**src/rtl/cvt_issue_arbiter.sv**
```systemverilog
// Round-robin front end that shares one SP_Convert datapath between NUM_REQ requesters,
// with an issue register (S1), a response register (S2) and a sticky exception-flag accumulator.
module cvt_issue_arbiter #(
    parameter int NUM_REQ = 2,
    parameter int TAG_W   = 4,
    localparam int ID_W   = (NUM_REQ > 1) ? $clog2(NUM_REQ) : 1
) (
    input  logic                     clk,
    input  logic                     rst_n,
    input  logic [NUM_REQ-1:0]       req_valid,
    output logic [NUM_REQ-1:0]       req_ready,
    input  logic [NUM_REQ*32-1:0]    req_operand,
    input  logic [NUM_REQ*2-1:0]     req_in_type,
    input  logic [NUM_REQ*2-1:0]     req_out_type,
    input  logic [NUM_REQ*3-1:0]     req_rm,
    input  logic [NUM_REQ*TAG_W-1:0] req_tag,
    output logic [31:0]              cvt_operand,
    output logic [1:0]               cvt_in_type,
    output logic [1:0]               cvt_out_type,
    output logic [2:0]               cvt_rm,
    input  logic [63:0]              cvt_result,
    input  logic [3:0]               cvt_flags,
    output logic                     rsp_valid,
    input  logic                     rsp_ready,
    output logic [ID_W-1:0]          rsp_id,
    output logic [TAG_W-1:0]         rsp_tag,
    output logic [63:0]              rsp_result,
    output logic [3:0]               rsp_flags,
    output logic [3:0]               fflags_acc,
    input  logic                     fflags_clr,
    output logic                     busy
);

    logic              s1_valid;
    logic [31:0]       s1_operand;
    logic [1:0]        s1_in_type;
    logic [1:0]        s1_out_type;
    logic [2:0]        s1_rm;
    logic [TAG_W-1:0]  s1_tag;
    logic [ID_W-1:0]   s1_id;
    logic              s1_illegal;

    logic              s2_valid;
    logic [ID_W-1:0]   s2_id;
    logic [TAG_W-1:0]  s2_tag;
    logic [63:0]       s2_result;
    logic [3:0]        s2_flags;

    logic [ID_W-1:0]   rr_ptr;
    logic [ID_W-1:0]   grant;
    int                grant_idx;
    logic              grant_found;

    logic              s2_free;
    logic              s1_adv;
    logic              can_acc;
    logic              accept;
    logic              rsp_hs;

    logic [31:0]       g_operand;
    logic [1:0]        g_in_type;
    logic [1:0]        g_out_type;
    logic [2:0]        g_rm;
    logic [TAG_W-1:0]  g_tag;

    function automatic logic op_illegal(input logic [1:0] in_type,
                                        input logic [1:0] out_type,
                                        input logic [2:0] rm);
        op_illegal = (in_type == 2'b01)
                   | ((in_type == 2'b00) && (out_type == 2'b00))
                   | (in_type[1] && (out_type != 2'b01))
                   | (rm > 3'b100);
    endfunction

    assign s2_free = !s2_valid || rsp_ready;
    assign s1_adv  = s1_valid && s2_free;
    assign can_acc = !s1_valid || s1_adv;
    assign rsp_hs  = s2_valid && rsp_ready;

    // Scan from rr_ptr upward with wraparound; first asserted valid wins.
    always_comb begin
        int idx;
        idx         = 0;
        grant       = '0;
        grant_idx   = 0;
        grant_found = 1'b0;
        for (int k = 0; k < NUM_REQ; k++) begin
            idx = int'(rr_ptr) + k;
            if (idx >= NUM_REQ) begin
                idx = idx - NUM_REQ;
            end
            if (!grant_found && req_valid[idx]) begin
                grant       = ID_W'(idx);
                grant_idx   = idx;
                grant_found = 1'b1;
            end
        end
    end

    // rst_n gating keeps req_ready low while the block is held in reset.
    assign accept = grant_found && can_acc && rst_n;

    always_comb begin
        req_ready = '0;
        if (accept) begin
            req_ready[grant_idx] = 1'b1;
        end
    end

    assign g_operand  = req_operand[grant_idx*32 +: 32];
    assign g_in_type  = req_in_type[grant_idx*2 +: 2];
    assign g_out_type = req_out_type[grant_idx*2 +: 2];
    assign g_rm       = req_rm[grant_idx*3 +: 3];
    assign g_tag      = req_tag[grant_idx*TAG_W +: TAG_W];

    always_ff @(posedge clk or negedge rst_n) begin
        if (!rst_n) begin
            s1_valid    <= 1'b0;
            s1_operand  <= '0;
            s1_in_type  <= '0;
            s1_out_type <= '0;
            s1_rm       <= '0;
            s1_tag      <= '0;
            s1_id       <= '0;
            s1_illegal  <= 1'b0;
            rr_ptr      <= '0;
        end else begin
            if (accept) begin
                s1_valid    <= 1'b1;
                s1_operand  <= g_operand;
                s1_in_type  <= g_in_type;
                s1_out_type <= g_out_type;
                s1_rm       <= g_rm;
                s1_tag      <= g_tag;
                s1_id       <= grant;
                s1_illegal  <= op_illegal(g_in_type, g_out_type, g_rm);
                rr_ptr      <= (grant == ID_W'(NUM_REQ - 1)) ? '0 : grant + 1'b1;
            end else if (s1_adv) begin
                s1_valid <= 1'b0;
            end
        end
    end

    // Illegal ops never use the converter output; they complete as NV with a zero result.
    always_ff @(posedge clk or negedge rst_n) begin
        if (!rst_n) begin
            s2_valid  <= 1'b0;
            s2_id     <= '0;
            s2_tag    <= '0;
            s2_result <= '0;
            s2_flags  <= '0;
        end else begin
            if (s1_adv) begin
                s2_valid  <= 1'b1;
                s2_id     <= s1_id;
                s2_tag    <= s1_tag;
                s2_result <= s1_illegal ? 64'd0 : cvt_result;
                s2_flags  <= s1_illegal ? 4'b1000 : cvt_flags;
            end else if (rsp_hs) begin
                s2_valid <= 1'b0;
            end
        end
    end

    always_ff @(posedge clk or negedge rst_n) begin
        if (!rst_n) begin
            fflags_acc <= '0;
        end else begin
            fflags_acc <= (fflags_clr ? 4'b0000 : fflags_acc) | (rsp_hs ? s2_flags : 4'b0000);
        end
    end

    assign cvt_operand  = s1_operand;
    assign cvt_in_type  = s1_in_type;
    assign cvt_out_type = s1_out_type;
    assign cvt_rm       = s1_rm;

    assign rsp_valid  = s2_valid;
    assign rsp_id     = s2_id;
    assign rsp_tag    = s2_tag;
    assign rsp_result = s2_result;
    assign rsp_flags  = s2_flags;
    assign busy       = s1_valid || s2_valid;

endmodule
```
**config.mk**
```make
export PLATFORM = sky130hd
export DESIGN_NAME = cvt_issue_arbiter
export DESIGN_NICKNAME = d
export VERILOG_FILES = /design/src/rtl/cvt_issue_arbiter.sv
export SDC_FILE = /design/constraint.sdc
export NUM_CORES = 1
export LEC_CHECK = 0
export CELL_PAD_IN_SITES_DETAIL_PLACEMENT = 0
export CELL_PAD_IN_SITES_GLOBAL_PLACEMENT = 2
export CORE_UTILIZATION = 23
export CTS_CLUSTER_SIZE = 24
export DETAILED_ROUTE_END_ITERATION = 8
export GPL_TIMING_DRIVEN = 0
export PLACE_DENSITY_LB_ADDON = 0.1
export SLEW_MARGIN = 5
export SYNTH_ARGS = -nofsm -noshare
export SYNTH_HDL_FRONTEND = slang
export SYNTH_SLANG_ARGS = --single-unit
```
**constraint.sdc**
```tcl
create_clock -name clk -period 2.47 [get_ports clk]
set_input_delay 0.741 -clock clk [delete_from_list [all_inputs] [get_ports clk]]
set_output_delay 0.741 -clock clk [all_outputs]
set_load 0.02 [all_outputs]
```
==> results.txt, run 1 <==
Worst setup path category: input port to output port. For this run, the top clock speed supported by timing is 415 MHz. The count of nets left with antenna violations once routing finished came out at 0.

After synthesis the netlist holds a flip-flop and latch count of 125. The Yosys step of the flow raised 0 warnings. By area, the combinational part of the netlist is dominated by simple AND/OR/NAND/NOR gates. Buffers inserted to repair hold after CTS numbered 0. The tools report the number of nets at the end of the flow as 1013. The via count of the first global-routing pass is 5298.

The count of boundary I/O pins is 280, and the portion of the post-synthesis area used by sequential elements is 57.6%. The total power draw is 7.32 mW, and the hold violation count in the final report is 0. The tools report the full die area as 24200 um2.

TritonCTS built the clock tree. IR analysis of the VDD net gives a maximum drop of 0.373 mV. At the end of routability-driven placement, the weighted congestion stood at 0.742.

The floorplan step set the die height to 156 um. Measured on the finished design, the core utilization comes to 41.2%. Combinational logic is responsible for 31.4% of the overall power. The worst-case headroom to the max-slew limit is 67.1%, and the share of layout cells above drive strength 1 is 8.43%. The run gives 4996 as the count of vias placed by the detailed router. For the worst setup path, the data required time is 1.73 ns. The logs give 0 for the initial antenna violation count and 4 for the first-pass detailed-route iteration total. The H-tree depth was 4; the post-synthesis adder-cell area fraction was 0%. The logs give 29.0 mm for the wire length of the first global-routing pass and 35.9% for the sequential group share of total power. The number of placement rows was 55; the number of max-capacitance violations reported was 0.

In this run the deepest clock path goes through 2 buffers. The layout overhead on the synthesized area is 73.9%, and the switching share of total power is 31.1%. At the pin with the least slew margin, the transition time is 0.493 ns.

The relative contribution of the clock network to total power is 32.7%. The cell sitting at the root of the clock tree is a clkbuf_16. Global route total overflow: 0. STA classifies the critical path startpoint as an input port. The logs give 8650 um2 for the total placed instance area and 1179 for the count of placed standard cells in the final layout, fillers left out. The fraction of the mapped netlist area in simple logic gates was 18.0%; the internal power component was 5.05 mW.

Of the available clock period, the critical path in the final layout requires 97.6%. For the max-slew violation count, the log shows 0. After filler insertion, the fill cell instance count of the layout stands at 2246. The register clock-pin slew on the reported worst setup and hold paths came out at 0.06 ns. Maximum number of pins on one net before global-route repair: 39. The cell depth of the worst flop-to-flop path came out at 5. Ratio of total power to cell area: 775 nW/um2. The area of the multi-input gates was 2150 um2. The placed wire-length estimate is 14.0 mm. CTS saw 125 sinks. The run gives 0.142 ns as the worst hold-check slack. Setup repair after global routing left no endpoint under its margin.

STA classifies the critical path endpoint as an output port. The run finished with clean final reports. The tools report the worst setup slack after placement as -1.65 ns.

Using the TritonRoute via totals, the vias-per-cell ratio works out to 4.24. After synthesis, the share of cell area in mux cells is 8.22%. In the final timing run, aggregate negative setup slack is 0 ns. Minimum clock period after layout: 2.41 ns.

Leaving out fill and tap cells, the most frequent cell in the layout is clkdlybuf4s50_1. The effective utilization at floorplan was 23.7%; the final setup violation count was 0. The clock arrives with 0.00999 ns of skew. The number of placed instances, taps included, is 1136. For this run, the total global-route usage over all layers was measured as 15.8%. Data arrival time of the worst path: 1.67 ns. The repair_antennas step left the layout with diodes totalling 0. The run gives 5430 um2 as the mapped cell area.

The async set-or-reset flop fraction in the synthesized netlist is 100%. The count of flip-flops with a built-in enable after synthesis was 0. The predominant post-synthesis flop cell is dfrtp_1.

The complex-gate fraction of the synthesized area works out to 12.8%. The top cell types in the final layout, fill and taps aside, are clkdlybuf4s50_1, dfrtp_1, o21ai_0. After Yosys synthesis, XOR and XNOR cells account for 0% of the synthesized area. The path class of the tightest hold or removal check is input port to async pin. The logs give 0 for the post-route DRC violation count and 3130 um2 for the area taken by flip-flops and latches.

The clock reaches the later pin of the worst-skew pair after 0.41 ns. For this design the static power due to leakage is 4.01 nW. The run gives 703 as the synthesized net count.

The tools report the instance count of the mapped netlist as 543. The total CTS buffers is 17. The die width was 156 um; the routed wirelength normalized by instance count was 16.1 um. The mean instance size in the synthesized netlist is 10.0 um2, and the distinct cell type count of the synthesized netlist is 31. The finished cells cover 9450 um2. The switching power was 2.28 mW; the final critical-path setup slack was 0.0605 ns. The violation count after the first detailed-routing iteration was 144. The final wirelength is 19.0 mm, and the maximum fanout along the worst path is 5. Port buffering added 279 buffers. For the placeable core region, the log shows 22900 um2.
## registers in the layout, summed over array words and instances (netlist names)
name          cells
rr_ptr            1
rsp_result       64
cvt_operand      32
rsp_valid         1
cvt_rm            3
rsp_id            1
cvt_in_type       2
s1_tag            4
fflags_acc        4
rsp_tag           4
s1_valid          1
cvt_out_type      2
s1_id             1
s1_illegal        1
rsp_flags         4
## worst max-delay path, cell delays in order
cell           delay, ns
dlygate4sd2_1       0.26
o21ai_2             0.18
nand2b_4            0.18
buf_8               0.11
nor2_1              0.04
buf_4               0.15
## kinds of logic (layout without fill, tap and decap cells)
logic type             after synthesis  in the layout
buffers and inverters               41            364
AO/OA/AOI/OAI                      129            129
flip-flops                         125            125
AND/OR/NAND/NOR                    204            204
multiplexers                        44             44
## cells in the mapped netlist (4+ instances only)
cell type	number	area, um2
mux2i_1	39	390
dfrtp_1	125	3130
nand2b_1	70	438
o21ai_0	116	581
nand3_1	5	25.0
nand2_1	115	432
clkbuf_1	20	75.1
buf_2	8	40.0
buf_1	4	15.0
nor2_1	7	26.3
inv_1	4	15.0
mux2_2	5	56.3
## worst paths after layout
check | slack [ns] | end | from
max | 0.06 | req_ready[0] | req_valid[1]
min | 0.14 | cvt_operand[27]$_DFFE_PN0P_ | rst_n
max reg2reg | 0.50 | rsp_tag[0]$_DFFE_PN0P_ | rsp_valid$_DFFE_PN0P_
min reg2reg | 0.48 | cvt_operand[20]$_DFFE_PN0P_ | cvt_operand[20]$_DFFE_PN0P_
max in group asynchronous | 1.77 | rsp_id$_DFFE_PN0P_ | rst_n
min in group clk | 0.48 | cvt_operand[20]$_DFFE_PN0P_ | cvt_operand[20]$_DFFE_PN0P_
## final cells by class
type	count	area share, %
well taps	313	4.14
flip-flops and latches	125	33.1
repair buffers	294	32.0
clock buffers	20	4.62
multi-input cells	377	22.8
plain buffers	34	1.91
clock inverters	12	1.30
inverters	4	0.159
## per-layer routing
metal | GRT usage (%) | vias up | wire length (um)
li1 | - | 2437 | -
met1 | 19.6 | 2352 | 8500
met2 | 26.5 | 193 | 8900
met3 | 4.58 | 14 | 1400
met4 | 4.76 | 0 | 204
met5 | 0 | - | 0
## power by group through the flow
stage | Clock (mW) | Sequential (mW) | Combinational, mW
2_1_floorplan | 0 | 3.06 | 0.589
3_3_place_gp | 0 | 2.65 | 2.25
3_5_place_dp | 0 | 2.67 | 2.28
4_1_cts | 2.46 | 2.64 | 2.33
5_1_grt | 2.55 | 2.68 | 2.48
6_report | 2.39 | 2.63 | 2.30
## timing repair
| action | in CTS | in global routing |
|---|---|---|
| pin swaps | 0 | 1 |
| resized for setup | 36 | 4 |
| cloned | 3 | 1 |
| setup buffers | 5 | 5 |
| setup endpoints to repair | 48 | 2 |
No activity file was read; power rests on OpenSTA's default activity.
==> run 2: changes to the inputs <==
--- a/config.mk
+++ b/config.mk
@@ -5,9 +5,12 @@
 export SDC_FILE = /design/constraint.sdc
 export NUM_CORES = 1
 export LEC_CHECK = 0
+export ABC_AREA = 1
+export ABC_CLOCK_PERIOD_IN_PS = 2470
 export CELL_PAD_IN_SITES_DETAIL_PLACEMENT = 0
 export CELL_PAD_IN_SITES_GLOBAL_PLACEMENT = 2
-export CORE_UTILIZATION = 23
+export CORE_MARGIN = 4
+export CORE_UTILIZATION = 22
 export CTS_CLUSTER_SIZE = 24
 export DETAILED_ROUTE_END_ITERATION = 8
 export GPL_TIMING_DRIVEN = 0
==> run 2 against run 1 <==
  * Critical path depth increased by 1
  * Area after synthesis decreased by 3.1%
  * Register-to-register slack improved by 0.26 ns
  * Cell count increased by 2.6%
  * Synthesized cell count increased by 6.3%
  * Die area increased by 9.2%
  * Highest routed layer unchanged
  * First-iteration DRC count increased by 46%
  * Clock-buffer cell count decreased by 3
==> results.txt, run 2 <==
The count of flip-flops with a built-in enable after synthesis is 0 (unchanged), and the instance count of the mapped netlist is 577 (was 543). The number of antenna cells inserted was 0 (unchanged); the number of flip-flops under the largest register name was 64 (unchanged). The proportion of netlist area held by the largest area contributor is 59.4% (was 57.6%).

The number of buffers inserted by port buffering works out to 278 (was 279). The mean instance size in the synthesized netlist is 9.12 um2 (was 10.0 um2), and the effective utilization at floorplan is 22.4% (was 23.7%). The tools report the combinational share of power as 30.7% (was 31.4%).

The vertical extent of the die came out at 163 um (was 156 um). The most numerous cell type found on the critical path is nor2_4. Maximum clock skew at final layout: 0.00997 ns (was 0.00999 ns). Internal power component: 4.78 mW (was 5.05 mW). Slowest stage cell on the critical path: buf_16 (was dlygate4sd2_1). The register clock-pin slew on the reported worst setup and hold paths is 0.06 ns (about the same). The dominant cell type by area after synthesis is dfrtp_1 (unchanged).

The die width was 163 um (was 156 um). The count of boundary I/O pins is 280 (unchanged), and the leakage power is 3.91 nW (was 4.01 nW). The register bit total from synthesis was 125 (unchanged); the ratio of total power to cell area was 773 nW/um2 (was 775 nW/um2). The global routing usage summed across all routing layers is 14.6% (was 15.8%). TritonCTS built the clock tree. For the post-route DRC violation count, the log shows 0 (unchanged). The logs give 4 (unchanged) for the H-tree depth and 429 MHz (was 415 MHz) for the maximum achievable frequency. Worst setup path category: input port to output port (unchanged). The path category of the worst min-delay check was input port to async pin (unchanged).

The pin slew with the least headroom to its limit is 0.575 ns (was 0.493 ns), and the maximum root-to-sink buffer count is 2 (unchanged). Type of element launching the critical path: an input port (unchanged). Number of nets at the end of the flow: 1040 (was 1013). The final critical-path setup slack is 0.139 ns (was 0.0605 ns), and the relative contribution of the clock network to total power is 32.5% (was 32.7%). The wire length of the first global-routing pass came out at 30.1 mm (was 29.0 mm). The tools report the number of placement rows as 56 (was 55). For the worst setup slack after placement, the log shows -1.08 ns (was -1.65 ns). The minimum clock period after layout came out at 2.33 ns (was 2.41 ns).

The cell depth of the worst flop-to-flop path is 10 (was 5), and the initial antenna violation count is 0 (unchanged). The placeable core region is 23500 um2 (was 22900 um2), and the routed wirelength normalized by instance count is 16.1 um (about the same). The final cycle utilization of the critical path works out to 94.4% (was 97.6%). The violation count after the first detailed-routing iteration was 210 (was 144). The maximum cell stage delay along the critical path was 0.18 ns (was 0.26 ns). For the placed wire-length estimate, the log shows 14.6 mm (was 14.0 mm). The placed cell count is 1175 (was 1136). The maximum number of pins on one net before global-route repair is 65 (was 39), and the worst endpoint required time is 1.73 ns (about the same). The run gives 1.59 ns (was 1.67 ns) as the data arrival time of the worst path. Cell types occupying the most area after synthesis: dfrtp_1, nand2_1, o21ai_0 (was dfrtp_1, o21ai_0, nand2b_1). Internal reg-to-reg setup slack: 0.76 ns (was 0.50 ns). The portion of the post-synthesis area used by sequential elements is 59.4% (was 57.6%), and the buffer and inverter count on the worst path is 4 (was 3). The switching share of total power works out to 32.0% (was 31.1%). The max-slew violation count was 0 (unchanged); the remaining antenna violation count was 0 (unchanged). The number of warnings printed during yosys synthesis is 0 (unchanged), and the worst vdd rail ir drop is 0.361 mV (was 0.373 mV). For the count of vias placed by the detailed router, the log shows 5045 (was 4996). The via count of the first global-routing pass is 5313 (was 5298), and the final wirelength is 19.4 mm (was 19.0 mm).

The tools report the distinct cell type count of the synthesized netlist as 24 (was 31). Predominant post-synthesis flop cell: dfrtp_1 (unchanged). The endpoint type of the worst setup path was an output port (unchanged). Cell breakdown of the critical path: buf_16, o21ai_4, nor2_4, inv_4, nor2_4, buf_12, buf_4 (was dlygate4sd2_1, o21ai_2, nand2b_4, buf_8, nor2_1, buf_4). The total CTS buffers is 17 (unchanged), and the switching power is 2.25 mW (was 2.28 mW). The run gives 0 (unchanged) as the number of max-capacitance violations reported.

The run finished with clean final reports. The global route total overflow is 0 (unchanged). The layout overhead on the synthesized area works out to 72.7% (was 73.9%). For the first-pass detailed-route iteration total, the log shows 4 (unchanged). The logs give 0.777 (was 0.742) for the final weighted congestion of routability-driven global placement and 737 (was 703) for the synthesized net count.

Cell types with the highest counts after synthesis: nand2_1, dfrtp_1, o21ai_0 (was dfrtp_1, o21ai_0, nand2_1). The share of layout cells above drive strength 1 came out at 9.43% (was 8.43%). The reg-to-reg critical path endpoint was s1_tag[0]$_DFFE_PN0P_ (was rsp_tag[0]$_DFFE_PN0P_).

Worst-case headroom to the max-slew limit: 61.7% (was 67.1%). The tools report the startpoint of the worst-slack reg-to-reg timing path as rsp_valid$_DFFE_PN0P_ (unchanged). The full die area came out at 26500 um2 (was 24200 um2). Setup repair after global routing left no endpoint under its margin. The tools report the root cell of the clock tree as clkbuf_16 (unchanged). The insertion delay of the later-clocked pin in the worst-skew pair was 0.41 ns (about the same). Sequential group share of total power: 36.8% (was 35.9%). The most common cell after layout, fill and taps aside was clkdlybuf4s50_1 (unchanged).

The async set-or-reset flop fraction in the synthesized netlist came out at 100% (unchanged). The maximum fanout along the worst path came out at 32 (was 5). Count of placed standard cells in the final layout, fillers left out: 1210 (was 1179).

The most common cell in the netlist was nand2_1 (was dfrtp_1). Most used cells in the layout excluding fill and tap cells: clkdlybuf4s50_1, nand2_1, dfrtp_1 (was clkdlybuf4s50_1, dfrtp_1, o21ai_0). The total clock sinks is 125 (unchanged), and the hold violation count in the final report is 0 (unchanged). The final setup violation count is 0 (unchanged), and the routed via count divided by cell count is 4.17 (was 4.24).

The dominant delay contributor by cell family on the critical path is buffers and inverters (unchanged). For the mapped cell area, the log shows 5270 um2 (was 5430 um2).
## run 2: changes by cell type after synthesis, sizes merged, moves of 5 or more
cell / before / now
a22oi: 0 / 32
buf: 17 / 25
clkbuf: 20 / 12
inv: 4 / 27
mux2: 5 / 0
mux2i: 39 / 0
nand2: 115 / 246
nand2b: 71 / 0
o21ai: 116 / 78
## run 2: logic make-up (layout without fill, tap and decap cells)
logic type      count (synthesis)  count (layout)  synth area share [%]
compound gates                123             123                  14.6
buf+inv                        64             378                  6.11
flops                         125             125                  59.4
simple gates                  265             265                  19.9
## run 2: per-layer routing
layer,GRT usage (%),vias up,part of all wire (%)
met2,23.6,186,47
met4,2.97,0,0.63
met1,18.2,2370,42
li1,-,2479,-
met3,6.61,10,9.7
met5,0,-,0
## run 2: worst register-to-register path, stage by stage (launching register included)
cell	delay [ns]
dfrtp_1	0.44
nand3_2	0.12
inv_2	0.05
nor2_4	0.13
inv_4	0.06
nor2_4	0.12
buf_12	0.11
buf_4	0.23
buf_6	0.21
nand2_1	0.08
o211ai_1	0.07
## run 2: worst max-delay path by stage
| stage | to | startpoint | cells past startpoint | slack [ns] |
|---|---|---|---|---|
| after floorplan | req_ready[1] | req_valid[0] | 6 | 0.26 |
| after global placement | req_ready[0] | rst_n | 8 | -5.67 |
| after detailed placement | req_ready[0] | rst_n | 8 | -1.08 |
| after CTS | req_ready[1] | req_valid[0] | 7 | 0.001 |
| after global routing | req_ready[1] | rst_n | 7 | 0.07 |
| final | req_ready[1] | rst_n | 7 | 0.14 |
## run 2: area by class of cell
type	count	area, um2
clock buffers	17	425
multi-input cells	388	1830
plain buffers	35	213
inverters	27	104
flip-flops and latches	125	3130
clock inverters	13	104
fillers	2400	14500
well taps	319	399
repair buffers	286	2890
## run 2: timing repair
item / in CTS / in global routing
endpoints found under the setup margin: 2 / 2
hold buffers: 0 / 0
buffers inserted: 6 / 0
gates cloned: 1 / 0
pin swaps: 3 / 1
resized for setup: 27 / 2
## run 2: metrics by stage
| stage | area (um2) | total power, mW | hold slack (ns) | TNS, ns | utilization, % |
|---|---|---|---|---|---|
| global route | 9090 | 7.43 | 0.157 | 0 | 38.6 |
| floorplan | 5270 | 3.55 | 0.445 | 0 | - |
| finish | 9090 | 7.02 | 0.172 | 0 | 38.6 |
| CTS | 9100 | 7.17 | 0.160 | 0 | 38.7 |
| detailed placement | 8480 | 4.79 | 0.459 | -2.15 | 36.0 |
| global placement | 8450 | 4.77 | 0.461 | -811.05 | 35.9 |
## run 2: power groups by stage
stage	sequential, mW	combinational (mW)	clock (mW)
5_1_grt	2.63	2.35	2.45
6_report	2.59	2.16	2.28
3_3_place_gp	2.61	2.16	0
2_1_floorplan	2.99	0.559	0
3_5_place_dp	2.62	2.18	0
4_1_cts	2.59	2.21	2.37
